## src/rtl/noc_traffic_gen.sv

```systemverilog
// Synthetic NoC flit source: LFSR-paced injection, uniform/transpose/hotspot
// destination selection, valid/busy handshake with stall and flit counters.
module noc_traffic_gen #(
    parameter int unsigned ID           = 0,
    parameter int unsigned MESH_W       = 3,
    parameter int unsigned ADDR_BITS    = 4,
    parameter int unsigned PAYLOAD_SIZE = 16,
    parameter int unsigned PIR          = 255,
    parameter int unsigned MODE         = 0,
    parameter int unsigned HOTSPOT      = 4,
    parameter int unsigned HOT_PCT      = 64,
    parameter int unsigned MAX_PKTS     = 0,
    parameter logic [15:0] SEED         = 16'hACE1
) (
    input  logic                              clk,
    input  logic                              reset,
    input  logic                              send,
    input  logic                              busy,
    output logic [PAYLOAD_SIZE+ADDR_BITS-1:0] data,
    output logic                              valid,
    output logic [19:0]                       flit_count,
    output logic [19:0]                       stall_count,
    output logic                              done
);

    localparam int unsigned NUM_NODES   = MESH_W * MESH_W;
    localparam int unsigned DATA_W      = PAYLOAD_SIZE + ADDR_BITS;
    localparam int unsigned MOD_W       = ADDR_BITS + 8;
    localparam int unsigned CNT_W       = 20;
    localparam logic [15:0] SEED_MIX    = SEED ^ 16'(ID);
    localparam logic [15:0] LFSR16_INIT = (SEED_MIX == 16'd0) ? 16'd1 : SEED_MIX;
    localparam logic [7:0]  LFSR8_INIT  = (LFSR16_INIT[7:0] == 8'd0) ? 8'd1 : LFSR16_INIT[7:0];
    localparam int unsigned TR_X        = ID % MESH_W;
    localparam int unsigned TR_Y        = ID / MESH_W;
    localparam int unsigned TR_DEST     = TR_X * MESH_W + TR_Y;
    localparam bit          TR_DIAG     = (MODE == 1) && (TR_X == TR_Y);
    localparam logic [CNT_W-1:0] CNT_MAX = '1;

    typedef enum logic [1:0] {S_IDLE, S_HOLD, S_DONE} state_e;

    state_e                  state_q, state_d;
    logic [7:0]              lfsr8_q, lfsr8_d;
    logic [15:0]             lfsr16_q, lfsr16_d;
    logic [PAYLOAD_SIZE-1:0] seq_q, seq_d;
    logic [DATA_W-1:0]       data_q, data_d;
    logic                    valid_q, valid_d;
    logic [CNT_W-1:0]        flit_q, flit_d;
    logic [CNT_W-1:0]        stall_q, stall_d;
    logic                    done_q, done_d;

    logic [MOD_W-1:0]     mod_res;
    logic [ADDR_BITS-1:0] mod_dest;
    logic [ADDR_BITS-1:0] uni_dest;
    logic [ADDR_BITS-1:0] dest_c;
    logic                 inject_c;
    logic [CNT_W-1:0]     flit_inc;

    // Destination select; uniform rule bumps past our own node index
    always_comb begin
        mod_res  = lfsr16_q[MOD_W-1:0] % MOD_W'(NUM_NODES);
        mod_dest = ADDR_BITS'(mod_res);
        uni_dest = mod_dest;
        if (mod_dest == ADDR_BITS'(ID)) begin
            uni_dest = (ID + 1 == NUM_NODES) ? '0 : ADDR_BITS'(ID + 1);
        end
        dest_c = uni_dest;
        if (MODE == 1) begin
            dest_c = ADDR_BITS'(TR_DEST);
        end else if (MODE == 2) begin
            if ((32'(lfsr16_q[15:8]) < HOT_PCT) && (ID != HOTSPOT)) begin
                dest_c = ADDR_BITS'(HOTSPOT);
            end
        end
    end

    assign inject_c = send && !done_q && (32'(lfsr8_q) <= PIR) && !TR_DIAG;
    assign flit_inc = (flit_q == CNT_MAX) ? flit_q : flit_q + CNT_W'(1);

    always_comb begin
        state_d  = state_q;
        seq_d    = seq_q;
        data_d   = data_q;
        valid_d  = valid_q;
        flit_d   = flit_q;
        stall_d  = stall_q;
        done_d   = done_q;
        lfsr8_d  = {lfsr8_q[6:0], lfsr8_q[7] ^ lfsr8_q[5] ^ lfsr8_q[4] ^ lfsr8_q[3]};
        lfsr16_d = {lfsr16_q[14:0], lfsr16_q[15] ^ lfsr16_q[13] ^ lfsr16_q[12] ^ lfsr16_q[10]};
        case (state_q)
            S_IDLE: begin
                valid_d = 1'b0;
                if (inject_c) begin
                    data_d  = {seq_q, dest_c};
                    seq_d   = seq_q + PAYLOAD_SIZE'(1);
                    valid_d = 1'b1;
                    state_d = S_HOLD;
                end
            end
            S_HOLD: begin
                if (busy) begin
                    stall_d = (stall_q == CNT_MAX) ? stall_q : stall_q + CNT_W'(1);
                end else begin
                    flit_d = flit_inc;
                    if ((MAX_PKTS != 0) && (32'(flit_inc) == MAX_PKTS)) begin
                        done_d  = 1'b1;
                        valid_d = 1'b0;
                        state_d = S_DONE;
                    end else if (inject_c) begin
                        data_d = {seq_q, dest_c};
                        seq_d  = seq_q + PAYLOAD_SIZE'(1);
                    end else begin
                        valid_d = 1'b0;
                        state_d = S_IDLE;
                    end
                end
            end
            S_DONE: begin
                valid_d = 1'b0;
            end
            default: begin
                valid_d = 1'b0;
                state_d = S_IDLE;
            end
        endcase
    end

    always_ff @(posedge clk) begin
        if (reset) begin
            state_q  <= S_IDLE;
            lfsr8_q  <= LFSR8_INIT;
            lfsr16_q <= LFSR16_INIT;
            seq_q    <= '0;
            data_q   <= '0;
            valid_q  <= 1'b0;
            flit_q   <= '0;
            stall_q  <= '0;
            done_q   <= 1'b0;
        end else begin
            state_q  <= state_d;
            lfsr8_q  <= lfsr8_d;
            lfsr16_q <= lfsr16_d;
            seq_q    <= seq_d;
            data_q   <= data_d;
            valid_q  <= valid_d;
            flit_q   <= flit_d;
            stall_q  <= stall_d;
            done_q   <= done_d;
        end
    end

    assign data        = data_q;
    assign valid       = valid_q;
    assign flit_count  = flit_q;
    assign stall_count = stall_q;
    assign done        = done_q;

endmodule

```

## config.mk

```make
export PLATFORM = sky130hd
export DESIGN_NAME = noc_traffic_gen
export DESIGN_NICKNAME = d
export VERILOG_FILES = /design/src/rtl/noc_traffic_gen.sv
export SDC_FILE = /design/constraint.sdc
export NUM_CORES = 1
export LEC_CHECK = 0
export CORE_ASPECT_RATIO = 1.5
export CORE_MARGIN = 3
export CORE_UTILIZATION = 60
export DETAILED_ROUTE_END_ITERATION = 12
export PLACE_DENSITY = 0.92
export SLEW_MARGIN = 40
export SYNTH_ARGS = -nofsm -noshare
export SYNTH_HDL_FRONTEND = slang
export SYNTH_SLANG_ARGS = --single-unit
```

## constraint.sdc

```tcl
create_clock -name clk -period 8.4 [get_ports clk]
set_input_delay 1.68 -clock clk [delete_from_list [all_inputs] [get_ports clk]]
set_output_delay 1.68 -clock clk [all_outputs]
set_load 0.005 [all_outputs]
```

# Yosys cells after proc, flatten, opt, wreduce, memory -nomap -nowiden
# Cells that the tools add are included.
op_classes:
  n_addsub: 3
  div_mod_pow: 1
  eq_ne: 7
  muxes: 15
  bitwise: 7
  n_reduce_logical: 8
op_table:
  columns: ["op", "n"]
  rows:
  - ["$add A20 B1 Y20 const B", 2]
  - ["$eq A20 B20 Y1 const B", 2]
  - ["$mux W20", 2]
  - ["$pmux W20 S2", 1]
  - ["$mux W16", 2]
  - ["$pmux W16 S2", 1]
  - ["$add A16 B1 Y16 const B", 1]
  - ["$mod A12 B4 Y12 const B", 1]
  - ["$mux W2", 3]
  - ["$ne A2 B2 Y1 const B", 3]
  - ["$pmux W2 S3", 1]
  - ["$reduce_and A3 Y1", 2]
  - ["$logic_not A4 Y1", 1]
  - ["$mux W4", 1]
  - ["$not A1 Y1", 4]
  - ["$reduce_and A2 Y1", 2]
  - ["$reduce_and A4 Y1", 1]
  - ["$mux W1", 3]
  - ["$xor A1 B1 Y1", 3]
  - ["$eq A2 B1 Y1 const B", 1]
  - ["$eq A2 B2 Y1 const B", 1]
  - ["$logic_not A2 Y1", 1]
  - ["$pmux W1 S2", 1]
  - ["$reduce_bool A2 Y1", 1]
word_totals:
  register_bits: 95
  input_bits: 4
  output_inout_bits: 62

# Longest topological paths before layout
# Gate-level depths: netlist of run 1.
logic_depth:
  word_depth: 6
  mapped_depth: 20

# Worst setup path before layout of run 1
# No wires, ideal clock.
synth_path:
  path_kind: "register -> register"
  startpoint: "register lfsr16_q[9]"
  endpoint: "register data_q[0], in the netlist data[0]"
  arrival_time_ps: 4449
  required_ps: 8313
  path_slack_ps: 3864
  stages_incl_launch_ff: 19
  n_path_buf: 1
  path_cell_list: "dfxtp_1 -> buf_6 -> or3b_1 -> a211o_1 -> and3_1 -> a2111oi_2 -> mux2_4 -> a21o_1 -> a211o_1 -> a211o_1 -> a21oi_2 -> o211a_1 -> ha_1 -> nand2b_1 -> a311oi_1 -> nand2_1 -> a2111oi_0 -> a211oi_1 -> o31ai_1"
synth_via:
  elab_chain_len: 6
synth_lines:
  columns: ["item", "line", "rtl"]
  rows:
  - ["start, declared", "43", "logic [15:0] lfsr16_q, lfsr16_d;"]
  - ["start signal, assigned", "141", "lfsr16_q <= lfsr16_d;"]
  - ["$mod A12 B4 Y12 *", "60", "mod_res = lfsr16_q[MOD_W-1:0] % MOD_W'(NUM_NODES);"]
  - ["$logic_not A4 Y1", "63", "if (mod_dest == ADDR_BITS'(ID)) begin"]
  - ["$mux W4 *", "63", null]
  - ["$mux W20 *", "92, 108", null]
  - ["$mux W20", "100", "if (busy) begin"]
  - ["$pmux W20 S2 *", "89", "case (state_q)"]
  - ["end signal, assigned", "143", "data_q <= data_d;"]
  - ["end, declared", "45", "logic [DATA_W-1:0] data_q, data_d;"]
# Mark *: on every way between the ends. The rest lies on a longest branch, timed or not. The select of a mux whose other input is x is not followed.
# A chain may end at the register's enable or synchronous reset.

# Final worst setup path of run 1
layout_path:
  startpoint: "register lfsr16_q[10]"
  endpoint: "register data_q[0], in the netlist data[0]"
# Same word-level chain as after synthesis.

==> impl_metrics.csv, run 1 <==
group,metric,value,unit
setup_path,cp_cell_sequence,"and4bb_4 -> o31ai_4 -> o311ai_4 -> nor4_2 -> o32ai_4 -> o31ai_1 -> a211oi_1 -> a211o_1 -> a211o_1 -> a21oi_2 -> o211a_1 -> ha_1 -> nand2b_1 -> a311oi_1 -> nand2_1 -> a2111oi_0 -> a211oi_1 -> o31ai_1",
setup_path,start_kind,"flop",
sta,hold_viol_final,0,
global_routing,grt_pass1_vias,4611,
final_layout,fin_cells,771,
synthesis,synth_compound_area_share,21.27,%
floorplan,coreArea,8516,um2
setup_path,startpoint,"lfsr16_q[10]$_SDFF_PP1_",
setup_path,crit_end,"data[0]$_SDFFE_PP0P_",
clock_network,cts-root-buf,"clkbuf_16",
synthesis,async_flop_share,0,%
drt,wl_per_cell,16.57,um
drt,vias_per_cell,6.108,
sta,maxSlewViolCount,0,
synthesis,yosysMostFrequentCell,"dfxtp_1",
clock_network,clkLatencyLatePin,0.34,ns
synthesis,synth_top_family_by_area,"simple AND/OR/NAND/NOR gates",
sta,period_needed,5.660,ns
placed_design,dp_hpwl,8765,um
sta,finClkSkew,0.007789,ns
placed_design,io_buffers,64,
floorplan,die-area,10030,um2
synthesis,netlist_top_cells_count,"dfxtp_1, nor2_1, nand2_1, a21oi_1, xor2_1",
run,cap_viol_max_count,0,
final_layout,fillerInstances,616,
synthesis,yosysWarnings,0,
synthesis,synth_top_flop_cell,"dfxtp_1",
sta,timing.final.crit_share,67.38,%
pwr,power.total,1230,uW
worst_hold_path,hold_class,"reg -> reg",
synthesis,synthMuxAreaShare,1.226,%
synthesis,ys_types,98,
sta,setup-tns-final,0,ns
final_layout,final_nets,670,
sta,relSlewSlack,52.22,%
floorplan,dieWidth,82.79,um
synthesis,ys_ff_latch,94,
final_layout,n_antenna_cell,0,
setup_path,slowest_stage,"dfxtp_1",
drt,drc,0,
setup_path,worstReg2RegEnd,"data[0]$_SDFFE_PP0P_",
clock_network,htreeDepth,3,
clock_network,hold_buffers,0,
synthesis,synth-adder-area-share,1.651,%
global_routing,antenna_found_initial,0,
setup_path,crit_required,8.66,ns
global_routing,grt_max_degree,95,
pwr,cellPowerDensity,198.2,nW/um2
setup_path,r2r_slack,2.74,ns
global_routing,overflow,0,
setup_path,r2r_start,"lfsr16_q[10]$_SDFF_PP1_",
synthesis,yosysSeqAreaShare,35.46,%
drt,wirelength,12780,um
floorplan,row_count,41,
synthesis,synth-edff-count,0,
clock_network,post_cts_resized,0,
sta,tightest_slew,0.7157,ns
synthesis,synth-xor-area-share,7.923,%
run_status,status,"finished, final reports clean",
placed_design,place_inst,755,
setup_path,critical_path_class,"reg -> reg",
global_routing,grt_pass1_wl,20800,um
setup_path,r2r_cells,18,
clock_network,post-cts-setup-buffer-count,0,
sta,rsz0062_at_grt,"false",
clock_network,cts_buffer_depth,2,
placed_design,dpl-instance-area,5886,um2
final_layout,final_area,6205,um2
floorplan,start_util,62.31,%
clock_network,cts-buffers-inserted,9,
sta,setup_viol,0,
drt,vias,4709,
setup_path,crit_arrival,5.92,ns
drt,drt-pass1-iter-count,5,
pwr,p_leak,0.002218,uW
floorplan,num_io_pins,66,
clock_network,clock-sinks,94,
setup_path,max_stage_delay,0.78,ns
synthesis,ys_top_cells_by_area,"dfxtp_1, xor2_1, nor2_1",
synthesis,synth_top_cell_by_area,"dfxtp_1",
synthesis,synth_top_cell_area_share,35.46,%
synthesis,syn-cell-area,5306,um2
clock_network,clk_pin_slew,0.07,ns
final_layout,syn_to_final_growth,16.93,%
placed_design,gp_congestion,0.8715,
synthesis,synthCells,610,
floorplan,die_h,121.2,um
sta,holdWs,0.4282,ns
setup_path,critPathCaptureType,"flop",
global_routing,groute.usage.overall,25.98,%
pwr,max-vdd-ir-drop,0.0001712,V
synthesis,synth_nets,621,
drt,drt_iter0_markers,327,
synthesis,synth-simple-area-share,27.54,%
synthesis,postSynthAreaPerCell,8.699,um2
setup_path,worst-path-max-fanout,18,
drt,final_antenna_net_count,0,
sta,clock.fmax,176.7,MHz
clock_network,cts_tree,"yes",
final_layout,drive_gt1_share,13.10,%
where the power goes:
group | internal (uW) | switching [uW] | total [uW]
clock network | 245 | 180 | 425
registers | 462 | 20.7 | 482
logic | 144 | 178 | 323
per-layer routing:
layer	routed length [um]	global-route usage, %	vias to the layer above
met3	707	6.464	19
met1	5008	27.51	2261
met4	212	9.509	0
met2	6849	47.84	163
li1	-	-	2266
met5	0	0	-
worst min path at each step:
stage,endpoint,slack [ns],cells after the start,from
floorplan,lfsr16_q[15]$_SDFF_PP1_,0.39,1,lfsr16_q[14]$_SDFF_PP0_
global placement,lfsr16_q[15]$_SDFF_PP1_,0.40,1,lfsr16_q[14]$_SDFF_PP0_
detailed placement,lfsr16_q[15]$_SDFF_PP1_,0.41,1,lfsr16_q[14]$_SDFF_PP0_
CTS,lfsr16_q[15]$_SDFF_PP1_,0.43,1,lfsr16_q[14]$_SDFF_PP0_
global route,lfsr16_q[15]$_SDFF_PP1_,0.43,1,lfsr16_q[14]$_SDFF_PP0_
finish,lfsr16_q[15]$_SDFF_PP1_,0.43,1,lfsr16_q[14]$_SDFF_PP0_
registers in the layout (all words and copies together), names as in the netlist:
| register | flops |
|---|---|
| data | 20 |
| seq_q | 16 |
| lfsr16_q | 16 |
| valid | 1 |
| flit_count | 20 |
| state_q | 1 |
| stall_count | 20 |
layout by cell type (no fill, tap or decap), drive strengths merged, types with 14 or more instances in the layout:
cell           netlist  routed
nor2                71      71
or2                 16      16
inv                 11      15
nand4               14      14
clkdlybuf4s50        0      63
and3                18      18
nand2               69      69
or3                 15      15
dfxtp               94      94
a21oi               42      42
o21ai               22      22
nand3               18      18
xor2                38      38
worst max-delay path, delay by kind of cell (launching register included):
| kind | cells | cell delay, ns |
|---|---|---|
| adder cells (fa/ha/maj) | 1 | 0.24 |
| AO/OA/AOI/OAI | 13 | 3.56 |
| AND/OR/NAND/NOR | 4 | 0.97 |
| flip-flops | 1 | 0.78 |
metrics by stage:
step	util [%]	setup slack, ns
floorplan	-	3.864
global placement	69.12	3.272
detailed placement	69.12	2.855
CTS	72.82	2.829
global route	72.86	2.433
finish	72.86	2.740
cell type report:
cell class | count | area, um2 | share of cell area, %
sequential | 94 | 1882 | 30.33
multi-input combinational | 475 | 3167 | 51.04
clock inverter | 6 | 76.32 | 1.230
clock buffer | 10 | 239.0 | 3.852
tap | 107 | 133.9 | 2.158
timing repair buffer | 67 | 661.9 | 10.67
inverter | 12 | 45.04 | 0.7260
logic make-up after synthesis:
logic type	count (synthesis)
buf+inv	41
flops	94
simple gates	275
xor+xnor	48
other cells	1
fa+ha+maj	7
compound gates	138
mux	6
Note: power is estimated with default switching activity, not from simulation.
==> run 2, diff against run 1 <==
CORE_UTILIZATION = 51   (was 60)
PLACE_DENSITY = 0.84   (was 0.92)
clock period = 4.65 ns   (was 8.4 ns; I/O delays follow)
==> run 2 against run 1 <==
Against the previous run: the flow now finishes with violations (negative setup slack); count of clock-buffer cells in the layout increased by 1; register-to-register slack got worse by 2.9 ns; utilization decreased by 2.9 points; critical endpoint unchanged; largest power group is now combinational logic; sequential share of layout area decreased by 3.6 points; critical path type unchanged; cell area increased by 14%; hold slack improved by 0.0037 ns; non-clock buffer count increased by 72; largest cell class unchanged.
==> impl_metrics.csv, run 2 (synthesis results as in run 1) <==
group,metric,value,unit
placed_design,place_inst,820,
sta,tightest_slew,0.6906,ns
setup_path,worstReg2RegEnd,"data[0]$_SDFFE_PP0P_",
setup_path,r2r_cells,20,
pwr,p_leak,0.002605,uW
drt,wl_per_cell,17.34,um
drt,drt-pass1-iter-count,4,
pwr,pwr-share-seq,34.6,%
pwr,p_clk_share,29.9,%
pwr,p_comb_share,35.6,%
clock_network,clkLatencyLatePin,0.35,ns
sta,finClkSkew,0.005453,ns
pwr,max-vdd-ir-drop,0.0002331,V
setup_path,start_kind,"flop",
final_layout,fin_cells,853,
setup_path,crit_end,"data[0]$_SDFFE_PP0P_",
sta,relSlewSlack,53.85,%
clock_network,cts_tree,"yes",
run_status,violations,"negative setup slack",
global_routing,groute.usage.overall,25.11,%
final_layout,drive_gt1_share,26.36,%
sta,clock.fmax,206.1,MHz
drt,final_antenna_net_count,0,
global_routing,grt_pass1_vias,5039,
clock_network,htreeDepth,3,
clock_network,clk_pin_slew,0.07,ns
setup_path,r2r_start,"lfsr16_q[7]$_SDFF_PP1_",
clock_network,hold_buffers,0,
final_layout,n_antenna_cell,0,
setup_path,r2r_slack,-0.20,ns
sta,setup-tns-final,-0.3283,ns
floorplan,die-area,11690,um2
setup_path,crit_arrival,5.11,ns
setup_path,crit_required,4.91,ns
sta,setup_ws,-0.2012,ns
floorplan,coreArea,10130,um2
worst_hold_path,hp-start,"lfsr16_q[14]$_SDFF_PP0_",
floorplan,die_h,130.9,um
floorplan,row_count,45,
final_layout,layout_commonest_cell,"dfxtp_1",
worst_hold_path,hold_class,"reg -> reg",
run_status,status,"complete, but fails checks",
setup_path,worst-path-max-fanout,13,
pwr,intPower,1703,uW
placed_design,io_buffers,64,
run,cap_viol_max_count,0,
clock_network,cts-root-buf,"clkbuf_16",
floorplan,num_io_pins,66,
pwr,p_sw_share,32.11,%
pwr,cellPowerDensity,353.7,nW/um2
sta,maxSlewViolCount,0,
sta,setup_viol,3,
global_routing,grt_pass1_wl,23430,um
drt,wirelength,14790,um
pwr,p_sw,805.5,uW
setup_path,critical_path_class,"reg -> reg",
drt,drt_iter0_markers,307,
global_routing,antenna_found_initial,0,
drt,vias,5127,
sta,period_needed,4.851,ns
sta,timing.final.crit_share,104.3,%
drt,vias_per_cell,6.011,
floorplan,dieWidth,89.29,um
sta,hold_viol_final,0,
drt,drc,0,
clock_network,cts_buffer_depth,2,
final_layout,final_nets,742,
placed_design,gp_congestion,0.8580,
final_layout,final_cell_mix,"dfxtp_1, nor2_1, nand2_1, buf_4, clkdlybuf4s50_1",
setup_path,critPathCaptureType,"flop",
placed_design,dp_hpwl,9851,um
clock_network,clock-sinks,94,
final_layout,syn_to_final_growth,33.65,%
floorplan,start_util,52.36,%
setup_path,startpoint,"lfsr16_q[7]$_SDFF_PP1_",
global_routing,overflow,0,
clock_network,cts-buffers-inserted,9,
sta,rsz0062_at_grt,"true",
global_routing,grt_max_degree,94,
==> run 2: per-layer routing <==
layer | vias up | part of all wire [%] | wire length (um) | global-route usage [%]
met3 | 51 | 4.6 | 685 | 5.207
met2 | 176 | 53 | 7878 | 45.46
met1 | 2477 | 39 | 5716 | 27.05
li1 | 2423 | - | - | -
met4 | 0 | 3.5 | 511 | 12.27
met5 | - | 0 | 0 | 0
==> run 2: worst min-delay path by stage <==
| stage | depth (start not counted) | slack [ns] | end |
|---|---|---|---|
| 6_report | 1 | 0.43 | lfsr16_q[15]$_SDFF_PP1_ |
| 5_1_grt | 1 | 0.47 | lfsr16_q[15]$_SDFF_PP1_ |
| 4_1_cts | 1 | 0.44 | lfsr16_q[15]$_SDFF_PP1_ |
| 3_5_place_dp | 1 | 0.42 | lfsr16_q[15]$_SDFF_PP1_ |
| 3_3_place_gp | 1 | 0.40 | lfsr16_q[15]$_SDFF_PP1_ |
| 2_1_floorplan | 1 | 0.39 | lfsr16_q[15]$_SDFF_PP1_ |
==> run 2: power groups by stage <==
stage	registers [uW]	logic [uW]	clock network (uW)
finish	867	892	749
CTS	866	784	754
floorplan	872	471	0
detailed placement	883	704	0
global route	871	948	789
global placement	881	676	0
==> run 2: final cells by class <==
class / instances / area [um2]
multi-input combinational: 475 / 3473
fill: 714 / 3043
sequential: 94 / 1893
timing repair buffer: 139 / 1234
clock buffer: 11 / 232.7
tap: 117 / 146.4
clock inverter: 5 / 67.56
inverter: 12 / 45.04
==> run 2: metrics by stage <==
stage | setup WS [ns] | hold slack [ns] | utilization [%] | total power, uW | cell area, um2
final | -0.2012 | 0.4318 | 69.98 | 2508 | 7092
after global routing | -0.3527 | 0.4693 | 69.98 | 2608 | 7092
after CTS | 0.0004272 | 0.4356 | 68.19 | 2403 | 6910
after detailed placement | -0.3378 | 0.4166 | 62.27 | 1587 | 6311
after global placement | -0.1976 | 0.3979 | 62.27 | 1556 | 6311
after floorplan | 0.1140 | 0.3895 | - | 1342 | 5306
==> run 2: what timing repair did <==
| item | in CTS | in global routing |
|---|---|---|
| pin swaps | 27 | 19 |
| setup buffers | 7 | 10 |
| gates resized for setup | 44 | 25 |
| endpoints found under the setup margin | 4 | 4 |
| cloned | 0 | 0 |
==> run 2: worst max-delay path, stage by stage, from the launching register on <==
cell and delay, ns:
dfxtp_2 0.46, and2b_2 0.29, a211oi_1 0.32, buf_4 0.18
a2111oi_4 0.05, buf_4 0.17, o32ai_4 0.48, o31a_1 0.27
buf_4 0.14, o211ai_1 0.13, o22a_1 0.26, a211o_1 0.34
a21oi_2 0.16, o211a_1 0.28, ha_2 0.22, nand2b_4 0.13
a311oi_4 0.04, nand2_2 0.14, a21oi_2 0.08, or3_4 0.39
o31ai_1 0.23
==> patch 1: new RTL, settings of run 1 <==
Change the parameter `ADDR_BITS` from 4 to 5.
--- a/src/rtl/noc_traffic_gen.sv
+++ b/src/rtl/noc_traffic_gen.sv
@@ -3,7 +3,7 @@
 module noc_traffic_gen #(
     parameter int unsigned ID           = 0,
     parameter int unsigned MESH_W       = 3,
-    parameter int unsigned ADDR_BITS    = 4,
+    parameter int unsigned ADDR_BITS    = 5,
     parameter int unsigned PAYLOAD_SIZE = 16,
     parameter int unsigned PIR          = 255,
     parameter int unsigned MODE         = 0,
Ports: changed (resized data); port bits go from 66 to 67. The function was not compared with the original's and may differ.
==> patch 1 against run 1 <==
- sequential power up 1%
- critical path type unchanged
- clock skew up 1.1 ps
- area after synthesis up 2.1%
- utilization up 1.3 points
- critical endpoint is now data[1]
- total power up 9.2%
- routed wire length up 5.1%
- worst hold slack better by 18 ps
- sequential cell count up 1
- largest cell class unchanged
- highest routed layer unchanged
- die area up 2.0%
- worst setup slack worse by 380 ps
- first-iteration DRC count up 5.2%
- sequential share of layout area down 0.55 points
- cell area up 3.0%
==> patch 1: results (changes against run 1) <==
metric	value	unit	change
largest net degree at the start of global routing	96		+1.1%
Seq/Total Area, Yosys	35.1	%	-0.38 points
fraction of area in registers	29.8	%	-0.55 points
clock network area share	5.31	%	+0.22 points
Synth cell types	83		-15%
first-pass GRT wire length	22800	um	+9.7%
Finished Core Util	74.2	%	+1.3 points
PortBufs	65		+1.6%
met3 Use GR	5.44	%	-1.0 points
Clk Latency, worst-skew pair	350	ps	
Largest stage delay, worst path	630	ps	-150 ps
met2 wire length	7130	um	+4.1%
cell count after synthesis	668		+9.5%
Setup WS pre-CTS	2480	ps	-375 ps
Least-Margin Pin Slew	803	ps	+87.2 ps
GRT Resource Usage Total	26.7	%	+0.70 points
met2 GRT Util	49.5	%	+1.6 points
#MultiIn Comb	525		+11%
DPL Wire Length	9440	um	+7.7%
Final Non-Filler Cells	824		+6.9%
post-synthesis xor/xnor area fraction	8.86	%	+0.94 points
Fill cells	658		+6.8%
buffer share of cell area	10.4	%	-0.27 points
Initial DRC Count	344		+5.2%
Nets	723		+7.9%
syn nets	679		+9.3%
placer congestion estimate	1.02		+17%
mux contribution to synthesized area	2.52	%	+1.3 points
layout cell share with drive strength beyond 1	8.37	%	-4.7 points
DP Area	0.00605	mm2	+2.7%
synth top area cells	dfxtp_1 (35%), nor2_1 (5.5%), nand2_1 (5.5%)		
status	finished clean		
vias in the first global route	4924		+6.8%
peak supply drop	193	uV	+13%
met1 wire length	5460	um	+9.1%
clock skew	8.93	ps	+1.14 ps
multi-input logic portion of the cell area	51.6	%	+0.57 points
Worst EP arrival	6290	ps	+370 ps
Yosys reg bits	95		+1.1%
Global Route met1 Usage	29.8	%	+2.3 points
==> patch 1: cell types whose count changed after synthesis, sizes merged, moves of 5 or more <==
cell	delta
xor2	-5
nor2	+10
nor3	+9
o21a	+6
nand3	+8
o21ai	+7
nor2b	+7
nand2	+10
a2111oi	-6
or2	-5
or3	-6
o31ai	-7
xnor2	+11
==> patch 1: worst paths after layout <==
kind,startpoint,endpoint,slack [ps]
setup / recovery,lfsr16_q[11],data[1],2360
hold / removal,lfsr16_q[14],lfsr16_q[15],450
setup reg to reg,lfsr16_q[11],data[1],2360
hold reg to reg,lfsr16_q[14],lfsr16_q[15],450
==> patch 1: report_power, final <==
part,total [mW],leakage (nW),switching [mW],internal (mW)
Clock,0.457,0.165,0.189,0.268
Sequential,0.489,0.772,0.0233,0.466
Combinational,0.396,1.34,0.231,0.165
Total,1.34,2.28,0.443,0.900
==> patch 2: new RTL, flow settings as in run 1 <==
Made on the original files. `data_q` and `flit_q` no longer have a reset.
--- a/src/rtl/noc_traffic_gen.sv
+++ b/src/rtl/noc_traffic_gen.sv
@@ -130,9 +130,7 @@
             lfsr8_q  <= LFSR8_INIT;
             lfsr16_q <= LFSR16_INIT;
             seq_q    <= '0;
-            data_q   <= '0;
             valid_q  <= 1'b0;
-            flit_q   <= '0;
             stall_q  <= '0;
             done_q   <= 1'b0;
         end else begin
@@ -140,12 +138,15 @@
             lfsr8_q  <= lfsr8_d;
             lfsr16_q <= lfsr16_d;
             seq_q    <= seq_d;
-            data_q   <= data_d;
             valid_q  <= valid_d;
-            flit_q   <= flit_d;
             stall_q  <= stall_d;
             done_q   <= done_d;
         end
+    end
+
+    always_ff @(posedge clk) begin
+        data_q <= data_d;
+        flit_q <= flit_d;
     end
 
     assign data        = data_q;
Function: changed (Yosys sat finds a counterexample within 4 cycles, from zero or initial values and one cycle with reset high).
==> patch 2 against run 1 <==
- worst setup slack better by 180 ps
- non-clock buffer count down 1
- via count down 11%
- routed wire length down 5.1%
- sequential cell count unchanged
- cell area down 1.9%
- area after synthesis down 4.1%
- sequential share of layout area up 7.1 points
- total power up 4.3%
- largest cell class unchanged
==> patch 2: results (changes against run 1) <==
metric	value	unit	change
met1 wire length	4740	um	-5.3%
Setup crit end	data[0]		
Nets	588		-12%
Max stage delay cell, worst path	nor2b_1		
Switching Share	29.5	%	-1.4 points
#MultiIn Comb	390		-18%
Seq/Total Area, Yosys	44.9	%	+9.4 points
WL final	12100	um	-5.1%
flop2flop setup slack	2920	ps	+180 ps
inverter count	16		+4
via-per-instance ratio	6.13		+0.43%
layout cell share with drive strength beyond 1	9.45	%	-3.7 points
buffer share of cell area	10.7	%	+0.058 points
syn nets	532		-14%
metal3 WL	560	um	-21%
Multi-input gate area	0.00265	mm2	-16%
clock skew	7.12	ps	-0.667 ps
adder-cell area share of the yosys netlist	1.92	%	+0.27 points
Fill cells	557		-9.6%
Global Route met1 Usage	29.7	%	+2.2 points
Initial DRC Count	374		+14%
Buffers, non-clock	66		-1.5%
Commonest cells post-synth	nor2_1 (60), dfxtp_1 (54), edfxtp_1 (40), nand2_1 (33), xor2_1 (29)		
clock network area share	5.14	%	+0.055 points
synth top area cells	edfxtp_1 (24%), dfxtp_1 (21%), xor2_1 (5.0%)		
peak supply drop	176	uV	+2.8%
Synth cell types	85		-13%
status	finished clean		
met2 GRT Util	45.9	%	-2.0 points
post-synthesis xor/xnor area fraction	9.45	%	+1.5 points
register area	0.00228	mm2	+21%
mux contribution to synthesized area	1.60	%	+0.37 points
crit path max fanout	16		-2
Post-synth EDFFs	40		+40
first-pass GRT wire length	19800	um	-4.9%
Worst path top cell family by delay	simple AND/OR/NAND/NOR gates		
largest net degree at the start of global routing	55		-42%
Worst R2R Path Depth	16		-2
Synth Area in Compound Gates	17.0	%	-4.2 points
placer congestion estimate	0.912		+4.7%
Initial DRT Pass Iterations	6		+1
met2 wire length	6510	um	-4.9%
PortBufs	64		unchanged
vias in the first global route	4181		-9.3%
DPL Wire Length	8250	um	-5.9%
GRT Resource Usage Total	26.1	%	+0.15 points
leakage power total	2.20	nW	-0.84%
clkbuf count	11		+1
Largest stage delay, worst path	690	ps	-90 ps
[patch 2: changes by cell type in the layout (fill, tap and decap cells not counted), sizes merged, moves of 6 or more]
cell and change:
dfxtp -40, edfxtp +40, nand2 -36, a21oi -18, xnor2 +15, nor2 -11
and3 -9, xor2 -9, nor3 -7, or2 -6
[patch 2: metrics by stage]
step	hold WS (ps)	area, um2	worst slack (ps)	instances	power [mW]
5_1_grt	451	6090	2540	687	1.33
6_report	419	6090	2920	687	1.28
2_1_floorplan	389	5090	3930	521	0.771
3_3_place_gp	395	5770	3230	671	0.851
3_5_place_dp	396	5780	3000	671	0.867
4_1_cts	421	6090	2980	687	1.28
[patch 2: power by group through the flow]
stage               logic [mW]  registers [mW]  clock network (mW)
finish                   0.322           0.547               0.413
global route             0.346           0.552               0.434
CTS                      0.318           0.546               0.416
detailed placement       0.311           0.555                   0
global placement         0.297           0.553                   0
floorplan                0.225           0.546                   0
